**config.mk**
```make
export PLATFORM = sky130hd
export DESIGN_NAME = uart_rx_flat
export DESIGN_NICKNAME = d
export VERILOG_FILES = /design/src/rtl/uart_pkg.sv /design/src/rtl/uart_rx_if.sv /design/src/rtl/uart_rx_sync.sv /design/src/rtl/uart_rx.sv /design/src/flat_wrapper.sv
export SDC_FILE = /design/constraint.sdc
export NUM_CORES = 1
export LEC_CHECK = 0
export CAP_MARGIN = 20
export CORE_AREA = 5 5 69 84
export CTS_CLUSTER_SIZE = 20
export DETAILED_ROUTE_END_ITERATION = 8
export DIE_AREA = 0 0 74 89
export DONT_BUFFER_PORTS = 1
export GPL_TIMING_DRIVEN = 0
export PLACE_DENSITY = 0.49
export SLEW_MARGIN = 0
export SYNTH_ARGS = -nofsm -noshare
export SYNTH_HDL_FRONTEND = slang
export SYNTH_HIERARCHICAL = 1
export SYNTH_SLANG_ARGS = --single-unit
```
**constraint.sdc**
```tcl
create_clock -name clk_uart -period 2.3 [get_ports clk_uart]
set_clock_uncertainty 0.15 [all_clocks]
set_input_delay 0.46 -clock clk_uart [delete_from_list [all_inputs] [get_ports clk_uart]]
set_output_delay 0.46 -clock clk_uart [all_outputs]
set_load 0.05 [all_outputs]
```
**src/rtl/uart_pkg.sv**
```systemverilog
// Shared UART definitions: receiver state encoding, parity mode constants and
// small bit helpers used by the receiver (and its transmitter peer).
package uart_pkg;

   typedef logic [2:0] rx_state_t;

   localparam rx_state_t RX_IDLE   = 3'd0;
   localparam rx_state_t RX_START  = 3'd1;
   localparam rx_state_t RX_DATA   = 3'd2;
   localparam rx_state_t RX_PARITY = 3'd3;
   localparam rx_state_t RX_STOP   = 3'd4;

   localparam logic [1:0] PARITY_NONE = 2'd0;
   localparam logic [1:0] PARITY_EVEN = 2'd1;
   localparam logic [1:0] PARITY_ODD  = 2'd2;

   function automatic logic maj3(input logic a, input logic b, input logic c);
      return (a & b) | (a & c) | (b & c);
   endfunction

   // acc is the XOR of the eight data bits; p is the received parity bit.
   function automatic logic parity_err(input logic [1:0] mode, input logic acc, input logic p);
      logic err;
      if (mode == PARITY_ODD) begin
         err = ~(acc ^ p);
      end else begin
         err = acc ^ p;
      end
      return err;
   endfunction

endpackage

```
**src/rtl/uart_rx_if.sv**
```systemverilog
// Receiver-side UART bundle: serial line and frame configuration in, byte and
// status out. The receiver uses the slave modport, the line/host side the master.
interface uart_rx_if;
   logic       rx_in;
   logic [1:0] parity_mode;
   logic [1:0] stop_bit;
   logic [7:0] rx_data;
   logic       rx_valid;
   logic       rx_parity_err;
   logic       rx_frame_err;
   logic       rx_busy;

   modport master (
      output rx_in, parity_mode, stop_bit,
      input  rx_data, rx_valid, rx_parity_err, rx_frame_err, rx_busy
   );

   modport slave (
      input  rx_in, parity_mode, stop_bit,
      output rx_data, rx_valid, rx_parity_err, rx_frame_err, rx_busy
   );
endinterface

```
**src/rtl/uart_rx_sync.sv**
```systemverilog
// Two-flop synchroniser for the asynchronous rx line plus falling-edge detect.
// With UART_RX_MAJORITY_EN the first-stage value is exported as a one-cycle look-ahead.
module uart_rx_sync (
   input  logic clk_i,
   input  logic rst_i,
   input  logic rx_i,
   output logic rx_s_o,
   output logic rx_fall_o
`ifdef UART_RX_MAJORITY_EN
   ,
   output logic rx_ahead_o
`endif
);

   logic meta_q;
   logic sync_q;
   logic prev_q;

   // Line idles high, so every stage resets to 1 to avoid a false edge after reset.
   always_ff @(posedge clk_i) begin
      if (rst_i) begin
         meta_q <= 1'b1;
         sync_q <= 1'b1;
         prev_q <= 1'b1;
      end else begin
         meta_q <= rx_i;
         sync_q <= meta_q;
         prev_q <= sync_q;
      end
   end

   assign rx_s_o    = sync_q;
   assign rx_fall_o = prev_q & ~sync_q;

`ifdef UART_RX_MAJORITY_EN
   assign rx_ahead_o = meta_q;
`endif

endmodule

```
**src/rtl/uart_rx.sv**
```systemverilog
// Oversampling UART receiver (8 data bits, none/even/odd parity, 1-4 stop bits).
// Optional build macro UART_RX_MAJORITY_EN: 3-sample majority vote at each sample point.
module uart_rx
   import uart_pkg::*;
#(
   parameter int OVERSAMPLE = 16
) (
   input  logic     clk_uart,
   input  logic     rst,
   uart_rx_if.slave rx_if
);

   localparam int CNT_W = $clog2(OVERSAMPLE);
   localparam logic [CNT_W-1:0] TICK_ZERO = {CNT_W{1'b0}};
   localparam logic [CNT_W-1:0] TICK_ONE  = {{(CNT_W-1){1'b0}}, 1'b1};
   localparam logic [CNT_W-1:0] TICK_MID  = CNT_W'(OVERSAMPLE / 2 - 1);
   localparam logic [CNT_W-1:0] TICK_LAST = CNT_W'(OVERSAMPLE - 1);

   logic rx_s;
   logic rx_fall;
   logic sample_s;
   logic has_par_s;
   logic [CNT_W-1:0] tick_next_s;
   logic ferr_next_s;

   rx_state_t state_q, state_d;
   logic [CNT_W-1:0] tick_q, tick_d;
   logic [2:0] bit_cnt_q, bit_cnt_d;
   logic [7:0] shift_q, shift_d;
   logic par_acc_q, par_acc_d;
   logic perr_q, perr_d;
   logic ferr_q, ferr_d;
   logic [1:0] mode_q, mode_d;
   logic [1:0] stop_q, stop_d;
   logic [7:0] data_q, data_d;
   logic valid_q, valid_d;
   logic perr_out_q, perr_out_d;
   logic ferr_out_q, ferr_out_d;
   logic busy_q, busy_d;

`ifdef UART_RX_MAJORITY_EN
   logic rx_ahead_s;
   logic hist_q;
`endif

   uart_rx_sync u_sync (
      .clk_i     (clk_uart),
      .rst_i     (rst),
      .rx_i      (rx_if.rx_in),
      .rx_s_o    (rx_s),
      .rx_fall_o (rx_fall)
`ifdef UART_RX_MAJORITY_EN
      ,
      .rx_ahead_o(rx_ahead_s)
`endif
   );

`ifdef UART_RX_MAJORITY_EN
   // Previous synchronised sample; with the look-ahead this centres the vote on the sample tick.
   always_ff @(posedge clk_uart) begin
      if (rst) begin
         hist_q <= 1'b1;
      end else begin
         hist_q <= rx_s;
      end
   end

   assign sample_s = maj3(hist_q, rx_s, rx_ahead_s);
`else
   assign sample_s = rx_s;
`endif

   assign has_par_s   = (mode_q == PARITY_EVEN) || (mode_q == PARITY_ODD);
   assign tick_next_s = (tick_q == TICK_LAST) ? TICK_ZERO : (tick_q + TICK_ONE);
   assign ferr_next_s = ferr_q | ~sample_s;

   // Frame FSM: next-state, counters, shift register and output loads.
   always_comb begin
      state_d    = state_q;
      tick_d     = tick_q;
      bit_cnt_d  = bit_cnt_q;
      shift_d    = shift_q;
      par_acc_d  = par_acc_q;
      perr_d     = perr_q;
      ferr_d     = ferr_q;
      mode_d     = mode_q;
      stop_d     = stop_q;
      data_d     = data_q;
      valid_d    = 1'b0;
      perr_out_d = perr_out_q;
      ferr_out_d = ferr_out_q;
      busy_d     = busy_q;

      case (state_q)
         RX_IDLE: begin
            tick_d    = TICK_ZERO;
            bit_cnt_d = 3'd0;
            if (rx_fall) begin
               state_d   = RX_START;
               busy_d    = 1'b1;
               mode_d    = rx_if.parity_mode;
               stop_d    = rx_if.stop_bit;
               par_acc_d = 1'b0;
               perr_d    = 1'b0;
               ferr_d    = 1'b0;
            end else begin
               state_d = RX_IDLE;
            end
         end
         RX_START: begin
            if (tick_q == TICK_MID) begin
               tick_d = TICK_ZERO;
               if (!sample_s) begin
                  state_d = RX_DATA;
               end else begin
                  state_d = RX_IDLE;
                  busy_d  = 1'b0;
               end
            end else begin
               tick_d = tick_q + TICK_ONE;
            end
         end
         RX_DATA: begin
            tick_d = tick_next_s;
            if (tick_q == TICK_LAST) begin
               shift_d[bit_cnt_q] = sample_s;
               par_acc_d          = par_acc_q ^ sample_s;
               if (bit_cnt_q == 3'd7) begin
                  bit_cnt_d = 3'd0;
                  state_d   = has_par_s ? RX_PARITY : RX_STOP;
               end else begin
                  bit_cnt_d = bit_cnt_q + 3'd1;
               end
            end else begin
               state_d = RX_DATA;
            end
         end
         RX_PARITY: begin
            tick_d = tick_next_s;
            if (tick_q == TICK_LAST) begin
               perr_d    = parity_err(mode_q, par_acc_q, sample_s);
               bit_cnt_d = 3'd0;
               state_d   = RX_STOP;
            end else begin
               state_d = RX_PARITY;
            end
         end
         RX_STOP: begin
            tick_d = tick_next_s;
            if (tick_q == TICK_LAST) begin
               ferr_d = ferr_next_s;
               // Leave at mid last stop bit so a back-to-back start edge is still caught.
               if (bit_cnt_q == {1'b0, stop_q}) begin
                  state_d    = RX_IDLE;
                  bit_cnt_d  = 3'd0;
                  valid_d    = 1'b1;
                  data_d     = shift_q;
                  perr_out_d = perr_q;
                  ferr_out_d = ferr_next_s;
                  busy_d     = 1'b0;
               end else begin
                  bit_cnt_d = bit_cnt_q + 3'd1;
               end
            end else begin
               state_d = RX_STOP;
            end
         end
         default: begin
            state_d = RX_IDLE;
            busy_d  = 1'b0;
         end
      endcase
   end

   // State and output registers.
   always_ff @(posedge clk_uart) begin
      if (rst) begin
         state_q    <= RX_IDLE;
         tick_q     <= TICK_ZERO;
         bit_cnt_q  <= 3'd0;
         shift_q    <= 8'h00;
         par_acc_q  <= 1'b0;
         perr_q     <= 1'b0;
         ferr_q     <= 1'b0;
         mode_q     <= PARITY_NONE;
         stop_q     <= 2'd0;
         data_q     <= 8'h00;
         valid_q    <= 1'b0;
         perr_out_q <= 1'b0;
         ferr_out_q <= 1'b0;
         busy_q     <= 1'b0;
      end else begin
         state_q    <= state_d;
         tick_q     <= tick_d;
         bit_cnt_q  <= bit_cnt_d;
         shift_q    <= shift_d;
         par_acc_q  <= par_acc_d;
         perr_q     <= perr_d;
         ferr_q     <= ferr_d;
         mode_q     <= mode_d;
         stop_q     <= stop_d;
         data_q     <= data_d;
         valid_q    <= valid_d;
         perr_out_q <= perr_out_d;
         ferr_out_q <= ferr_out_d;
         busy_q     <= busy_d;
      end
   end

   assign rx_if.rx_data       = data_q;
   assign rx_if.rx_valid      = valid_q;
   assign rx_if.rx_parity_err = perr_out_q;
   assign rx_if.rx_frame_err  = ferr_out_q;
   assign rx_if.rx_busy       = busy_q;

endmodule

```
**src/flat_wrapper.sv**
```systemverilog
// flat-port wrapper written by rule: the top's interface ports become plain ports
module uart_rx_flat import uart_pkg::*;
#(
   parameter int OVERSAMPLE = 16
)
  (clk_uart, rst, rx_if_rx_in, rx_if_parity_mode, rx_if_stop_bit, rx_if_rx_data, rx_if_rx_valid, rx_if_rx_parity_err, rx_if_rx_frame_err, rx_if_rx_busy);
  uart_rx_if rx_if_i ();
  input  logic clk_uart;
  input  logic rst;
  input wire logic [$bits(rx_if_i.rx_in)-1:0] rx_if_rx_in;
  input wire logic [$bits(rx_if_i.parity_mode)-1:0] rx_if_parity_mode;
  input wire logic [$bits(rx_if_i.stop_bit)-1:0] rx_if_stop_bit;
  output wire logic [$bits(rx_if_i.rx_data)-1:0] rx_if_rx_data;
  output wire logic [$bits(rx_if_i.rx_valid)-1:0] rx_if_rx_valid;
  output wire logic [$bits(rx_if_i.rx_parity_err)-1:0] rx_if_rx_parity_err;
  output wire logic [$bits(rx_if_i.rx_frame_err)-1:0] rx_if_rx_frame_err;
  output wire logic [$bits(rx_if_i.rx_busy)-1:0] rx_if_rx_busy;
  assign rx_if_i.rx_in = rx_if_rx_in;
  assign rx_if_i.parity_mode = rx_if_parity_mode;
  assign rx_if_i.stop_bit = rx_if_stop_bit;
  assign rx_if_rx_data = rx_if_i.rx_data;
  assign rx_if_rx_valid = rx_if_i.rx_valid;
  assign rx_if_rx_parity_err = rx_if_i.rx_parity_err;
  assign rx_if_rx_frame_err = rx_if_i.rx_frame_err;
  assign rx_if_rx_busy = rx_if_i.rx_busy;
  uart_rx #(.OVERSAMPLE(OVERSAMPLE)) u_core (.clk_uart(clk_uart), .rst(rst), .rx_if(rx_if_i));
endmodule
```
Word-level counts from Yosys, hierarchy flattened

Index checks and enable logic that the tools add are counted.

Input bits: 7
Output and inout port bits: 12
Bits in registers: 40

Reductions and logical operators: 20
Bitwise gates (word level): 8
Order comparisons: 2
Add/subtract/negate cells: 2
Equal/unequal tests: 19
Muxes and demuxes: 37

Operators with widths:

| operator                                                    | number |
|---|---|
| two-way mux 3 bit                                           | 12 |
| case mux 3 bit (5 select lines)                             | 1 |
| AND reduction 3 bit                                         | 5 |
| two-way mux 1 bit                                           | 13 |
| inequality test 2 x 1 -> 1 bit (second input constant)      | 6 |
| case mux 3 bit (4 select lines)                             | 1 |
| case mux 4 bit (3 select lines)                             | 1 |
| bitwise mux 8 bit                                           | 1 |
| two-way mux 4 bit                                           | 2 |
| equality test 3 x 2 -> 1 bit (second input constant)        | 2 |
| equality test 3 bit (second input constant)                 | 2 |
| inequality test 3 bit (second input constant)               | 2 |
| case mux 1 bit (2 select lines)                             | 3 |
| AND reduction 6 bit                                         | 1 |
| nonzero test 2 bit                                          | 3 |
| OR reduction 3 bit                                          | 2 |
| inverter 1 bit                                              | 5 |
| adder 4 x 1 -> 4 bit (second input constant)                | 1 |
| equality test 4 x 3 -> 1 bit (second input constant)        | 1 |
| equality test 4 bit (second input constant)                 | 1 |
| less-than comparator 3 x 4 -> 1 bit (second input constant) | 1 |
| case mux 1 bit (4 select lines)                             | 1 |
| AND reduction 2 bit                                         | 2 |
| AND reduction 4 bit                                         | 1 |
| 18 further kinds                                            | 18 |

Depth between registers and ports, before layout

Depth in word-level cells: 6
Mapped depth: 7
Mapped depth without buffers: 7

Cells and area by module

Netlist, hierarchy kept.

Modules (own cells, without submodules):

| module       | instances | area each (sq um) | cells an instance | sequential area each (sq um) |
|---|---|---|---|---|
| uart_rx      | 1         | 1761.7            | 216               | 740.7 |
| uart_rx_sync | 1         | 85.1              | 7                 | 60.1 |

Worst setup path after synthesis

OpenSTA, ideal clock, no wires.

Kind: register to register
Start point: register u_core.tick_q[0]
End point: register u_core.shift_q[2]
Arrival: 1.695 ns
Data required time: 2.022 ns
Library setup time: 0.128 ns
Period minus slack after synthesis: 1.973 ns
Slack: 0.327 ns
Cell stages (with the launch flop): 7
Cell sequence: dfxtp_1 -> ha_1 -> nand3_4 -> or4_4 -> nor3b_2 -> mux2i_1 -> nor2_1

Word-level cells in the longest chain between the ends: 2

Ends and longest elaborated chain:

| element                              | line           | text |
|---|---|---|
| from (decl)                          | uart_rx.sv:27  | `logic [CNT_W-1:0] tick_q, tick_d;` |
| from (signal assigned)               | uart_rx.sv:194 | `tick_q <= tick_d;` |
| equality test 4 bit                  | uart_rx.sv:125 | `if (tick_q == TICK_LAST) begin` |
| AND reduction 2 bit (no source line) | -              |  |
| to (signal assigned)                 | uart_rx.sv:196 | `shift_q <= shift_d;` |
| to (decl)                            | uart_rx.sv:29  | `logic [7:0] shift_q, shift_d;` |

No other way between the ends.
A chain may end at the register's enable or synchronous reset.

Worst setup path after layout

Start point: register u_core.tick_q[0]
End point: register u_core.shift_q[0]

The elaborated chain is that of the path after synthesis.

==> summary.txt <==
Avg Inst Size Synth = 8.28 um2
Detailed Route WL = 4190 um
Met1 Wirelength = 2050 um
Post-route cell area = 2040 um2
Fill count = 509
Achievable Freq = 0.458 GHz
Crit-path cells = ha_1 > nand3_4 > or4_4 > nor3_1 > mux2i_1 > nor2_1
EDFF count, synth = 0
Core area = 4870 um2
Top Layer Used = met4
Width of the die = 74 um
Number of H-tree levels = 2
Drt pass-1 iters = 4
Deepest clock path buffer count = 2
Die height = 89 um
Cells after synthesis = 223
Min Clock Period, post-route = 2180 ps
Routed length on met2 = 1950 um
Area grow syn2layout = 10.3%
Pin slew with the least headroom to its limit = 547 ps
Layout cells sized above 1 = 8.66%
GRT Total Usage = 14.2%
Vias per inst = 5.16
Clock slew at reported path FFs = 80 ps
Setup repair bufs after CTS = 0
RD Place Congestion = 0.829
CTS tree = done
Inserted Clock Buffers = 5
Final antenna-violating net count = 0
CP max stage delay = 570 ps
Async SR Flop Fraction = 0%
Nets = 241
Clock Sinks = 40
Post-Syn Area = 1850 um2
Port Buffers = 0
Antenna cell count = 0
Slew Limit Fails = 0
FF+latch count, synth = 40
Clock root cell = clkbuf_8
Crit path max-delay family = simple AND/OR/NAND/NOR gates
Top FF cell, synth = dfxtp_1
Antenna violations before repair = 0
Max-Cap Viols = 0
Die footprint = 6590 um2
Status = finished clean
Worst R2R Path Depth = 6
DRC = 0
Crit path buffers/inverters = 0
Critical path arrival = 2210 ps
Wire length of the first global-routing pass = 7200 um
Seq/Total Area, Yosys = 43.4%
Hpwl dp = 2900 um
Crit Path Class = reg -> reg
Yosys cell types = 41
Hold WC Path Type = in -> reg
Final setup violation count = 0
Placed Area = 1920 um2
WHS Path Cells = 1
P_leak = 0.000733 uW
Min Hold Slack = 105 ps
Setup tns final = 0 ps
Maximum vdd drop = 0.386 mV
FP Rows = 28
Initial Utilization = 37.9%
Stages on worst setup path = 6
Cts hold-fix bufs = 0
Grt total ovfl = 0
Setup crit start kind = flip-flop
Yosys warns = 6
Via Count = 1501
Critical path required time = 2320 ps
Skew-Pair Late Insertion Delay = 290 ps
Iteration-0 DRC Markers = 138
Post-synth net total = 234
Relative slew slack = 63.5%
CP Max Fanout = 10
Cell Pwr Density = 623 nW/um2
Vias in the first global route = 1462
CP Capture Type = flip-flop
RSZ-0062 raised after global routing = false
I/O Pins = 19
Met3 Wirelength = 145 um
Largest net degree at the start of global routing = 13
CP max-delay cell = or4_4
Fin. Hold Viols = 0
DR WL/cell = 14.4 um
Final period util = 95.0%
==> synthesized netlist by cell type, types with 5 or more instances <==
master,n,share of area [%]
clkbuf_1,8,1.6
nand2_1,37,7.5
nand3_1,6,1.6
dfxtp_1,40,43
nor2_1,27,5.5
o21ai_0,5,1.4
nor3_1,9,2.4
mux2i_1,10,5.4
a21oi_1,20,5.4
==> registers in the layout (all words and copies together) (netlist names) <==
signal                      count
u_core/rx_if.rx_data            8
u_core/shift_q                  8
u_core/tick_q                   4
u_core/bit_cnt_q                3
u_core/state_q                  3
u_core/mode_q                   2
u_core/stop_q                   2
u_core/ferr_q                   1
u_core/par_acc_q                1
u_core/perr_q                   1
u_core/rx_if.rx_busy            1
u_core/rx_if.rx_frame_err       1
u_core/rx_if.rx_parity_err      1
u_core/rx_if.rx_valid           1
u_core/u_sync/meta_q            1
u_core/u_sync/prev_q            1
u_core/u_sync/rx_s_o            1
==> worst paths after layout <==
kind	endpoint	slack, ps	start
setup / recovery	u_core/shift_q[0]$_SDFFE_PP0P_	120	u_core/tick_q[0]$_SDFFE_PP0P_
hold reg to reg	u_core/u_sync/rx_s_o$_SDFF_PP1_	260	u_core/u_sync/meta_q$_SDFF_PP1_
hold / removal	u_core/u_sync/rx_s_o$_SDFF_PP1_	100	rst
setup reg to reg	u_core/shift_q[0]$_SDFFE_PP0P_	120	u_core/tick_q[0]$_SDFFE_PP0P_
==> worst reg2reg max path: cells and delay by family, from the launching register on <==
kind,cells,cell delay (ps)
flip-flops,1,370
adder cells (fa/ha/maj),1,300
multiplexers,1,210
AND/OR/NAND/NOR,4,1030
==> what timing repair did <==
| item | 4_1_cts | 5_1_grt |
|---|---|---|
| gates resized for setup | 0 | 4 |
| setup endpoints to repair | 0 | 11 |
| endpoints found under the hold margin | 0 | 0 |
==> cells by family after synthesis <==
| logic type | after synthesis | synth area share [%] |
|---|---|---|
| AO/OA/AOI/OAI | 37 | 12.0 |
| XOR/XNOR | 6 | 2.85 |
| adder cells (fa/ha/maj) | 4 | 2.71 |
| buffers and inverters | 17 | 3.73 |
| flip-flops | 40 | 43.4 |
| multiplexers | 11 | 6.03 |
| AND/OR/NAND/NOR | 108 | 29.3 |
==> stage by stage <==
stage | util (%) | setup slack [ps] | power [uW] | instances
3_5_place_dp | 39.5 | 45.8 | 796 | 283
2_1_floorplan | - | 327 | 777 | 223
6_report | 41.8 | 115 | 1270 | 291
3_3_place_gp | 39.5 | 35.4 | 796 | 283
4_1_cts | 41.4 | 16.4 | 1290 | 291
5_1_grt | 41.8 | 10.7 | 1320 | 291
==> layout by cell type (no fill, tap or decap), types with 5 or more instances in the layout <==
cell type / n
mux2i_1: 10
o21ai_0: 5
nor2_1: 26
dfxtp_1: 40
nand2_1: 37
nor3_1: 8
clkbuf_1: 9
a21oi_1: 20
clkbuf_8: 6
nand3_1: 5
==> metal layers <==
metal	up-vias	track usage (%)
met3	4	3.37
met4	0	4.45
met1	693	19.6
li1	784	-
met2	20	22.0
met5	-	0
==> cell type report <==
type / instances / area (um2) / share of cell area [%]
multi-input combinational: 166 / 998 / 49.0
sequential: 40 / 801 / 39.3
clock buffer: 7 / 86.3 / 4.24
tap: 60 / 75.1 / 3.69
buffer: 14 / 57.6 / 2.83
inverter: 3 / 11.3 / 0.553
clock inverter: 1 / 7.51 / 0.369
==> where the power goes <==
group	internal, uW	switching, uW	leakage, uW
clock	244	244	0.0000445
combinational	22.0	47.9	0.000365
sequential	700	10.6	0.000323
Note: power is estimated with default switching activity, not from simulation.
